===== src/rtl/load_req_unit.sv =====
// Load request unit: queues core loads, issues them one at a time to data memory
// and returns the results in request order through a one-entry response buffer.
`ifndef REG_LEN
`define REG_LEN 32
`endif
`ifndef MEMD_SIZE
`define MEMD_SIZE 8
`endif

module load_req_unit #(
  parameter int REG_LEN = `REG_LEN,
  parameter int ADDR_W  = `MEMD_SIZE,
  parameter int TAG_W   = 4,
  parameter int QDEPTH  = 4
) (
  input  logic               clk,
  input  logic               rst,
  input  logic               req_valid,
  input  logic [ADDR_W-1:0]  req_addr,
  input  logic [TAG_W-1:0]   req_tag,
  output logic               req_ready,
  input  logic               flush,
  output logic [ADDR_W-1:0]  mem_addr,
  output logic               mem_valid,
  input  logic               mem_ready,
  input  logic [REG_LEN-1:0] mem_data,
  input  logic               mem_out_valid,
  output logic               resp_valid,
  output logic [REG_LEN-1:0] resp_data,
  output logic [TAG_W-1:0]   resp_tag,
  input  logic               resp_ready,
  output logic               o_dbg_state
);

  // Valid/ready: a transfer happens on a posedge where both are high; the valid
  // side keeps its payload stable until then. mem_out_valid is a one-cycle strobe
  // with no ready.

  localparam int PTR_W = (QDEPTH > 1) ? $clog2(QDEPTH) : 1;
  localparam logic [PTR_W:0]   DEPTH_CNT = (PTR_W+1)'(QDEPTH);
  localparam logic [PTR_W:0]   CNT_ONE   = (PTR_W+1)'(1);
  localparam logic [PTR_W-1:0] PTR_ONE   = PTR_W'(1);

  typedef enum logic {
    S_IDLE = 1'b0,
    S_WAIT = 1'b1
  } state_t;

  state_t r_state;
  state_t w_state_nxt;
  logic   r_drop;
  logic   w_drop_nxt;
  logic   w_complete;

  logic [ADDR_W-1:0]  r_q_addr [QDEPTH];
  logic [TAG_W-1:0]   r_q_tag  [QDEPTH];
  logic [PTR_W-1:0]   r_wr_ptr;
  logic [PTR_W-1:0]   r_rd_ptr;
  logic [PTR_W:0]     r_count;
  logic [ADDR_W-1:0]  r_mem_addr;
  logic [TAG_W-1:0]   r_out_tag;
  logic               r_resp_valid;
  logic [REG_LEN-1:0] r_resp_data;
  logic [TAG_W-1:0]   r_resp_tag;

  logic w_full;
  logic w_empty;
  logic w_push;
  logic w_pop;

  assign w_full  = (r_count == DEPTH_CNT);
  assign w_empty = (r_count == '0);

  assign req_ready = !rst && !w_full && !flush;
  // Issue is held off while a result waits, so the response buffer never overwrites.
  assign mem_valid = !rst && (r_state == S_IDLE) && !w_empty && !r_resp_valid
                     && mem_ready && !flush;
  assign mem_addr  = (r_state == S_IDLE) ? r_q_addr[r_rd_ptr] : r_mem_addr;

  assign w_push = req_valid && req_ready;
  assign w_pop  = mem_valid;

  assign resp_valid  = r_resp_valid;
  assign resp_data   = r_resp_data;
  assign resp_tag    = r_resp_tag;
  assign o_dbg_state = r_state;

  always_comb begin
    w_state_nxt = r_state;
    w_drop_nxt  = r_drop;
    w_complete  = 1'b0;
    unique case (r_state)
      S_IDLE: begin
        if (mem_valid) w_state_nxt = S_WAIT;
      end
      S_WAIT: begin
        if (mem_out_valid) begin
          w_state_nxt = S_IDLE;
          w_drop_nxt  = 1'b0;
          w_complete  = !r_drop && !flush;
        end else if (flush) begin
          w_drop_nxt = 1'b1;
        end
      end
      default: w_state_nxt = S_IDLE;
    endcase
  end

  always_ff @(posedge clk) begin
    if (rst) begin
      r_state <= S_IDLE;
      r_drop  <= 1'b0;
    end else begin
      r_state <= w_state_nxt;
      r_drop  <= w_drop_nxt;
    end
  end

  always_ff @(posedge clk) begin
    if (rst) begin
      for (int i = 0; i < QDEPTH; i++) begin
        r_q_addr[i] <= '0;
        r_q_tag[i]  <= '0;
      end
    end else if (w_push) begin
      r_q_addr[r_wr_ptr] <= req_addr;
      r_q_tag[r_wr_ptr]  <= req_tag;
    end
  end

  always_ff @(posedge clk) begin
    if (rst || flush) begin
      r_wr_ptr <= '0;
      r_rd_ptr <= '0;
      r_count  <= '0;
    end else begin
      if (w_push) r_wr_ptr <= r_wr_ptr + PTR_ONE;
      if (w_pop)  r_rd_ptr <= r_rd_ptr + PTR_ONE;
      unique case ({w_push, w_pop})
        2'b10:   r_count <= r_count + CNT_ONE;
        2'b01:   r_count <= r_count - CNT_ONE;
        default: r_count <= r_count;
      endcase
    end
  end

  always_ff @(posedge clk) begin
    if (rst) begin
      r_mem_addr <= '0;
      r_out_tag  <= '0;
    end else if (mem_valid) begin
      r_mem_addr <= r_q_addr[r_rd_ptr];
      r_out_tag  <= r_q_tag[r_rd_ptr];
    end
  end

  always_ff @(posedge clk) begin
    if (rst) begin
      r_resp_valid <= 1'b0;
      r_resp_data  <= '0;
      r_resp_tag   <= '0;
    end else if (flush) begin
      r_resp_valid <= 1'b0;
    end else if (w_complete) begin
      r_resp_valid <= 1'b1;
      r_resp_data  <= mem_data;
      r_resp_tag   <= r_out_tag;
    end else if (r_resp_valid && resp_ready) begin
      r_resp_valid <= 1'b0;
    end
  end

endmodule


===== config.mk =====
export PLATFORM = sky130hd
export DESIGN_NAME = load_req_unit
export DESIGN_NICKNAME = d
export VERILOG_FILES = /design/src/rtl/load_req_unit.sv
export SDC_FILE = /design/constraint.sdc
export NUM_CORES = 1
export LEC_CHECK = 0
export ABC_AREA = 1
export CAP_MARGIN = 20
export CORE_UTILIZATION = 51
export DETAILED_ROUTE_END_ITERATION = 8
export PLACE_DENSITY = 0.8
export SYNTH_ARGS = -nofsm -noshare
export SYNTH_HDL_FRONTEND = slang
export SYNTH_SLANG_ARGS = --single-unit

===== constraint.sdc =====
create_clock -name clk -period 4.46 [get_ports clk]
set_input_delay 0.669 -clock clk [delete_from_list [all_inputs] [get_ports clk]]
set_output_delay 0.669 -clock clk [all_outputs]
set_load 0.1 [all_outputs]

; Word-level counts from Yosys, hierarchy flattened
; Memory sizes are Yosys's and may differ from the RTL's. A register that Yosys moved wholly into a read port is not among the register bits.
; Index checks and enable logic that the tools add are counted.
[totals]
mem_bits_rw = 48
input_bits = 51
output_inout_bits = 48
reg_bits = 54
word_cells = 70
memories = 2
[classes]
addsub = 4
reduce_logical = 26
n_bitwise = 2
eq_ne = 3
mux = 24
[mem_list]
columns = name, words, word_bits, read_ports, rd_ports_with_merged_regs, write_ports, line_no
row1 = r_q_addr, 4, 8, 1, 1, 4, 55  ; logic [ADDR_W-1:0] r_q_addr [QDEPTH];
row2 = r_q_tag, 4, 4, 1, 1, 4, 56  ; logic [TAG_W-1:0] r_q_tag [QDEPTH];
[ops]
columns = operator, n
row1 = $mux 8, 2
row2 = $mux 1, 15
row3 = $logic_and 1x1->1, 10
row4 = $mux 2, 4
row5 = $reduce_or 8->1, 1
row6 = $logic_not 1->1, 6
row7 = $pmux 3 s2, 1
row8 = $reduce_bool 2->1, 3
row9 = $add 2x1->2 const B, 2
row10 = $mux 4, 1
row11 = $reduce_and 2->1, 2
row12 = $reduce_or 4->1, 1
row13 = $add 3x1->3 const B, 1
row14 = $eq 3x3->1 const B, 1
row15 = $logic_not 3->1, 1
row16 = $sub 3x1->3 const B, 1
row17 = $eq 2x1->1 const B, 1
row18 = $eq 2x2->1 const B, 1
row19 = $not 1->1, 2
row20 = $pmux 1 s2, 1
row21 = $reduce_or 2->1, 1
row22 = $logic_or 1x1->1, 1

; Longest topological paths before layout
; Gate-level depths: netlist (run 1).
[depth]
depth_word = 10
mapped_depth = 13
ltp_nobuf = 13

; Least setup slack after synthesis (run 1)
; No wires, ideal clock.
[synth_timing]
kind = reg2out
startpoint = register r_state (netlist: o_dbg_state)
endpoint = output mem_addr[0]
t_required_ps = 3791
slack_ps = 278
n_path_buf = 1
stages_incl_launch_ff = 4
arrival_time_ps = 3513
cell_sequence = dfxtp_1 inv_2 clkbuf_1 o21ai_0
[synth_via]
elab_chain_cells = 1
[synth_rtl]
columns = item, line_no
row1 = from (decl), 49  ; state_t r_state;
row2 = from (signal assigned), 114  ; r_state <= w_state_nxt;
row3 = $mux 8, 78  ; assign mem_addr = (r_state == S_IDLE) ? r_q_addr[r_rd_ptr] : r_mem_addr;
row4 = to (decl), 23  ; output logic [ADDR_W-1:0] mem_addr,
; No other way between the ends.

==> results.cfg, run 1 <==
[clock_network]
clk_path_buf_depth = 2
cts_resized = 0
clkSinkCount = 108
clkLatencyLatePin_ns = 0.37
cts_setup_buffers = 0
cts_hold_buf = 0
cts_tree = yes
cts_buffers = 9
clockRootBuffer = clkbuf_8
clk_pin_slew_ns = 0.10
h-tree-depth = 3

[logic_synthesis]
synth_cell_types = 28
avgSynthCellArea_sq_um = 8.309
syn-num-nets = 602
synth.top_cell.area_share = 0.3160
yosysSeqAreaShare = 0.5793
ys_ff_latch = 108
yosys.area.top_type = edfxtp_1
synth_area_sq_um = 4562
synth_cells = 549
netlist_top_cells_area = edfxtp_1 32%, dfxtp_1 26%, nor2_1 14%
ys_warn_count = 0

[global_route]
grt_max_degree = 50
track_usage = 0.2197
grt_pass1_vias = 3261
grt_overflow = 0
antenna_found_initial = 0
grt_use_met2 = 0.3603
met3_usage = 0.05712
met1_usage = 0.2815
grt_pass1_wl_microns = 15300
busiest_layer = met2

[routing]
drt-pass1-iter-count = 5
drt-wirelength-per-cell_microns = 13.19
drtAntennaViolNets = 0
initialDrtViolationCount = 182
routed_wl_microns = 9892
vias = 3750
drc = 0
vias_per_cell = 5.000

[cells_and_area]
register_area_sq_um = 2643
diodes = 0
nNetsFinal = 690
final_cell_mix = 165 x nor2_1, 96 x nand2_1, 92 x clkdlybuf4s50_1, 60 x dfxtp_1, 59 x inv_1
final_cells = 750
synthToLayoutAreaGrowth_pct = 25.78
drive_gt1_frac = 0.05140
layout_commonest_cell = nor2_1
fillerInstances = 689
multiInputGateArea_sq_um = 1558

[worst_setup_path]
cp_common_cell = nand2_1
crit_slowest_cell = clkdlybuf4s50_1
r2r_end = r_count[2]
r2r_start = o_dbg_state
crit_path_start_kind = register
cp.required_ns = 3.79
reg2reg_depth = 12
critPathMaxFanout = 21
max_stage_delay_ns = 1.15
path_class = reg -> out
path_cells = nor2_1, nor2_1, nand2_1, nand2_1, nand2_1, o21ai_0, clkdlybuf4s50_1
end_kind = output pin
crit_arrival_ns = 2.73
r2r_slack_ns = 1.79

[power]
power.share.sequential = 0.590
p_leak_nw = 2.459
internal_power_mw = 1.335
p_comb_frac = 0.100
p_sw_mw = 0.4656
irDropWorstVdd_uv = 161.8
power_frac_clock = 0.310
p_per_area_nw_per_um2 = 313.9
sw_frac_of_total = 0.2585

[timing]
hold_slack_ns = 0.4549
final_hold_viol_count = 0
setup_viol = 0
tns_ns = 0
fmax_ghz = 0.2945
report.final.slew_viol_count = 0
slew_headroom = 0.3270
worstMarginPinSlew_ns = 1.006
fin_skew_ns = 0.01838
fin_crit_ns = 3.395
finalCritPeriodShare = 0.7612
rsz0062_at_grt = no

[min_path]
min_to = resp_tag[2]
holdCritPathClass = reg -> reg
holdPathStages = 2
min_from = r_out_tag[2]

[floorplan]
die_w_microns = 96.58
coreArea_sq_um = 8678
die_h_microns = 96.58
die_area_sq_um = 9327
rows = 34
initial_utilization = 0.5257
ioPinCount = 99

[status]
status = finished, final reports clean

[placed_design]
dp.cells = 734
place_congestion = 0.8914
io_buffers = 98
dp_hpwl_microns = 6997

[run]
maxCapViolations = 0
==> power groups by stage <==
stage | combinational, mW | clock (mW) | sequential [mW]
finish | 0.181 | 0.557 | 1.06
detailed placement | 0.180 | 0 | 1.09
global route | 0.195 | 0.611 | 1.07
global placement | 0.178 | 0 | 1.08
CTS | 0.181 | 0.568 | 1.06
floorplan | 0.0954 | 0 | 1.09
==> worst max-delay path, delay by kind of cell, from the launching register on <==
family                 cells  cell delay [ns]
AO/OA/AOI/OAI              1             0.07
buffers and inverters      1             1.15
flip-flops                 1             0.72
AND/OR/NAND/NOR            5             0.44
==> cell type report <==
class	count	share of cell area
flip-flops and latches	108	0.4605
multi-input cells	356	0.2715
repair buffers	102	0.1736
inverters	60	0.03925
well taps	108	0.02355
clock buffers	10	0.02224
clock inverters	6	0.009376
==> synthesized netlist by cell type <==
library cell  number
nand2_1           96
nor2_4             1
dfxtp_1           60
edfxtp_1          48
nor2_8             1
o21ai_0           56
a31oi_1            1
xor2_1             1
nand3_4            1
buf_4              3
fa_1               1
nand4_1            2
nor3_4             1
a21oi_1           12
clkbuf_2           1
or2_2              1
inv_2              1
inv_1             59
clkbuf_1           6
nand3_2            1
buf_6              2
o211ai_1           8
buf_1              1
buf_2             12
nor2_1           165
nand3_1            6
ha_1               1
nor2_2             1
==> state kept, by name (all words and copies together) (netlist names), 2 cells and up, named ones only <==
signal	flops
r_out_tag	4
resp_tag	4
r_q_addr	32
r_q_tag	16
resp_data	32
r_wr_ptr	2
r_count	3
r_mem_addr	8
r_rd_ptr	2
==> metrics by stage <==
| step | setup slack [ns] | utilization | instance area (sq um) | power, mW |
|---|---|---|---|---|
| 2_1_floorplan | 0.2777 | - | 4562 | 1.188 |
| 5_1_grt | 0.8480 | 0.6612 | 5738 | 1.871 |
| 4_1_cts | 1.053 | 0.6612 | 5738 | 1.812 |
| 3_3_place_gp | 1.244 | 0.6403 | 5557 | 1.263 |
| 6_report | 1.065 | 0.6612 | 5738 | 1.801 |
| 3_5_place_dp | 1.103 | 0.6403 | 5557 | 1.265 |
==> logic make-up (layout without fill, tap and decap cells) <==
family / after synthesis / in the layout / synth area share
AO/OA/AOI/OAI: 77 / 77 / 0.08914
buffers and inverters: 85 / 178 / 0.07926
flip-flops: 108 / 108 / 0.5793
adder cells (fa/ha/maj): 2 / 2 / 0.007131
AND/OR/NAND/NOR: 276 / 276 / 0.2433
XOR/XNOR: 1 / 1 / 0.001920
==> metal layers <==
layer  wire (microns)  up-vias
met2             4706      132
met4              139        0
met3              710       11
met5                0        -
met1             4335     1700
li1                 -     1907
==> worst max-delay path by stage <==
stage                       end  cells past startpoint  slack (ns)
global placement     r_count[2]                     11        1.24
detailed placement   r_count[2]                     11        1.10
floorplan           mem_addr[0]                      3        0.28
finish              mem_addr[2]                      7        1.06
CTS                 mem_addr[2]                      7        1.05
global route        mem_addr[6]                      7        0.85
No activity file was read; power rests on OpenSTA's default activity.
==> run 2, diff against run 1 <==
Clock period 4.46 ns to 3.4 ns, I/O delays scaled along.
==> results.cfg, run 2 (synthesized netlist as in run 1, its figures left out) <==
[status]
status = finished, final reports clean

[timing]
fin_skew_ns = 0.01460
finalCritPeriodShare = 0.7908
final_hold_viol_count = 0
slew_headroom = 0.3108
report.final.slew_viol_count = 0
worstMarginPinSlew_ns = 1.031
rsz0062_at_grt = no
fin_crit_ns = 2.689
fmax_ghz = 0.3719
setup_viol = 0

[floorplan]
rows = 34
die_h_microns = 96.58
initial_utilization = 0.5257
coreArea_sq_um = 8678
ioPinCount = 99
die_w_microns = 96.58
die_area_sq_um = 9327

[clock_network]
clockRootBuffer = clkbuf_8
cts_setup_buffers = 0
cts_hold_buf = 0
h-tree-depth = 3
clk_pin_slew_ns = 0.11
cts_tree = yes
cts_resized = 0
clkSinkCount = 108
clkLatencyLatePin_ns = 0.37
clk_path_buf_depth = 2
cts_buffers = 9

[placed_design]
dp_hpwl_microns = 7541
io_buffers = 98
place_congestion = 0.9110
dp.cells = 734
placed_area_sq_um = 5559

[worst_setup_path]
path_cells = nor2_1, nor2_1, nand2_1, nand2_1, nand2_1, o21ai_0, buf_4
r2r_start = o_dbg_state
max_stage_delay_ns = 0.92
cp.depth = 7
r2r_slack_ns = 1.23
cp.required_ns = 2.89
r2r_end = r_count[2]
end_kind = output pin
crit_path_start_kind = register
critPathMaxFanout = 32
crit_arrival_ns = 2.18
cp_common_cell = nand2_1
path_class = reg -> out
path_delay_family = flip-flops
crit_buf_inv = 1
crit_slowest_cell = dfxtp_1
reg2reg_depth = 12

[run]
maxCapViolations = 0

[min_path]
min_from = r_out_tag[2]
holdPathStages = 2
holdCritPathClass = reg -> reg
min_to = resp_tag[2]

[cells_and_area]
synthToLayoutAreaGrowth_pct = 25.73
design_area_sq_um = 5736
final_cell_mix = 165 x nor2_1, 96 x nand2_1, 88 x clkdlybuf4s50_1, 60 x dfxtp_1, 59 x inv_1
postLayoutCoreUtil = 0.6609
nNetsFinal = 690
layout_commonest_cell = nor2_1
diodes = 0
drive_gt1_frac = 0.05763
final_cells = 750
fillerInstances = 717

[routing]
drtAntennaViolNets = 0
vias_per_cell = 5.041
drt-wirelength-per-cell_microns = 13.77
initialDrtViolationCount = 188
drt-pass1-iter-count = 5
vias = 3781
drc = 0
routed_wl_microns = 10330

[power]
p_total_mw = 2.349
p_leak_nw = 2.468
irDropWorstVdd_uv = 231.2
p_per_area_nw_per_um2 = 409.5

[global_route]
grt_pass1_vias = 3301
track_usage = 0.2270
grt_overflow = 0
antenna_found_initial = 0
grt_pass1_wl_microns = 15590
grt_max_degree = 50
## run 2: how the worst max path moves through the flow
stage | end | from
after detailed placement | r_count[2] | flush
after global routing | mem_addr[0] | register
after CTS | mem_addr[1] | register
after global placement | r_count[2] | flush
after floorplan | mem_addr[0] | o_dbg_state
final | mem_addr[0] | register
## run 2: per-layer routing
metal | vias up | global-route usage | wire [microns]
met5 | - | 0 | 0
met4 | 0 | 0.1189 | 319
met3 | 23 | 0.04773 | 888
met2 | 149 | 0.3703 | 4806
met1 | 1710 | 0.2837 | 4315
li1 | 1899 | - | -
## run 2: final cells by class
cell class | instances | area (sq um) | area share
Inverter | 60 | 225.2 | 0.03927
Timing Repair Buffer | 102 | 998.5 | 0.1741
Sequential cell | 108 | 2643 | 0.4607
Tap cell | 108 | 135.1 | 0.02356
Multi-Input combinational cell | 356 | 1558 | 0.2716
Clock inverter | 6 | 48.80 | 0.008508
Clock buffer | 10 | 127.6 | 0.02225
## run 2: through the flow
stage	TNS (ns)	setup slack, ns	hold WS [ns]
finish	0	0.7114	0.4640
global route	0	0.4802	0.4725
CTS	0	0.6983	0.4628
detailed placement	0	0.6982	0.4477
global placement	0	0.7622	0.4375
floorplan	-4.986	-0.6233	0.4293
## run 2: worst min-delay path, cell delays in order (launching register included)
cell and delay [ns]:
dfxtp_1 0.31, inv_1 0.06, a21oi_1 0.05
## run 2: where the power goes
group          switching [mW]  internal (mW)  total (mW)
Combinational           0.151         0.0856       0.237
Sequential             0.0111           1.38        1.39
Clock                   0.442          0.275       0.717
==> run 3, diff against run 2 <==
Clock period 3.4 ns to 2.6 ns, I/O delays scaled along.
==> results.cfg, run 3 (synthesized netlist as in run 1, its figures left out) <==
[min_path]
holdCritPathClass = reg -> reg

[timing]
slew_headroom = 0.3796
tns_ns = 0
finalCritPeriodShare = 0.9226
rsz0062_at_grt = no
final_hold_viol_count = 0
worstMarginPinSlew_ns = 0.9296
fmax_ghz = 0.4169
fin_crit_ns = 2.399
fin_skew_ns = 0.01341
hold_slack_ns = 0.4607
report.final.slew_viol_count = 0
layout_setup_ws_ns = 0.2011
setup_viol = 0

[worst_setup_path]
crit_path_start_kind = register
r2r_slack_ns = 0.65
path_class = reg -> out
crit_arrival_ns = 2.01
end_kind = output pin
cp.required_ns = 2.21
critPathMaxFanout = 20

[global_route]
track_usage = 0.2142
grt_max_degree = 50
grt_pass1_wl_microns = 15260
grt_pass1_vias = 3318
grt_overflow = 0
antenna_found_initial = 0

[cells_and_area]
diodes = 0
register_area_sq_um = 2648
layout_commonest_cell = nor2_1
multiInputGateArea_sq_um = 1588
final_cell_mix = 165 x nor2_1, 96 x nand2_1, 58 x inv_1, 58 x dfxtp_1, 53 x buf_4
final_cells = 761
fillerInstances = 693
postLayoutCoreUtil = 0.6804
drive_gt1_frac = 0.1485
synthToLayoutAreaGrowth_pct = 29.43
nNetsFinal = 701
design_area_sq_um = 5904

[power]
p_sw_mw = 0.8149
power_frac_clock = 0.328
p_comb_frac = 0.109
p_total_mw = 3.231
irDropWorstVdd_uv = 467.0
internal_power_mw = 2.417
power.share.sequential = 0.564
p_per_area_nw_per_um2 = 547.3
p_leak_nw = 2.647
sw_frac_of_total = 0.2522

[clock_network]
cts_tree = yes
clk_path_buf_depth = 2
cts_resized = 0
clockRootBuffer = clkbuf_8
clk_pin_slew_ns = 0.10
clkSinkCount = 108
cts_setup_buffers = 0
cts_buffers = 9
clkLatencyLatePin_ns = 0.37
h-tree-depth = 3
cts_hold_buf = 0

[placed_design]
io_buffers = 98
dp_hpwl_microns = 6971
placed_area_sq_um = 5698
dp.cells = 745
place_congestion = 0.8122
place_ws_ns = 0.1473

[run]
maxCapViolations = 0

[routing]
routed_wl_microns = 9860
drt-pass1-iter-count = 5
drtAntennaViolNets = 0
vias = 3759
vias_per_cell = 4.940
drc = 0
drt-wirelength-per-cell_microns = 12.96
initialDrtViolationCount = 175

[floorplan]
die_area_sq_um = 9327
ioPinCount = 99
coreArea_sq_um = 8678
rows = 34
initial_utilization = 0.5257
die_w_microns = 96.58
die_h_microns = 96.58

[status]
status = finished, final reports clean
-- run 3: layout make-up --
cell class	count	area share
Sequential cell	108	0.4484
Multi-Input combinational cell	356	0.2689
Timing Repair Buffer	113	0.1861
Inverter	60	0.03878
Tap cell	108	0.02289
Clock buffer	9	0.02098
Clock inverter	7	0.01399
-- run 3: layer usage --
metal  global-route usage  part of all wire  vias to the layer above
li1                     -                 -                     1923
met1               0.2735              0.43                     1714
met2               0.3580              0.49                      108
met3              0.04695             0.066                       14
met4              0.07721             0.015                        0
met5                    0                 0                        -
-- run 3: worst max-delay path: stages, from the launching register on --
cell and delay [ns]:
dfxtp_1 0.77, buf_4 0.26, nand2_1 0.06, o211ai_1 0.11
nand2_1 0.11, nand2_1 0.09, o21ai_2 0.07, buf_12 0.17
-- run 3: worst paths after layout --
check / to / start / cells after the start
min: resp_tag[2] / r_out_tag[2] / 2
max reg2reg: r_count[2] / r_count[0] / 11
min reg2reg: resp_tag[2] / r_out_tag[2] / 2
max: mem_addr[0] / register / 7
-- run 3: power groups by stage --
stage / Combinational [mW] / Sequential (mW) / Clock (mW)
finish: 0.351 / 1.82 / 1.06
global route: 0.377 / 1.83 / 1.14
CTS: 0.353 / 1.82 / 1.08
detailed placement: 0.350 / 1.86 / 0
global placement: 0.345 / 1.86 / 0
floorplan: 0.169 / 1.87 / 0
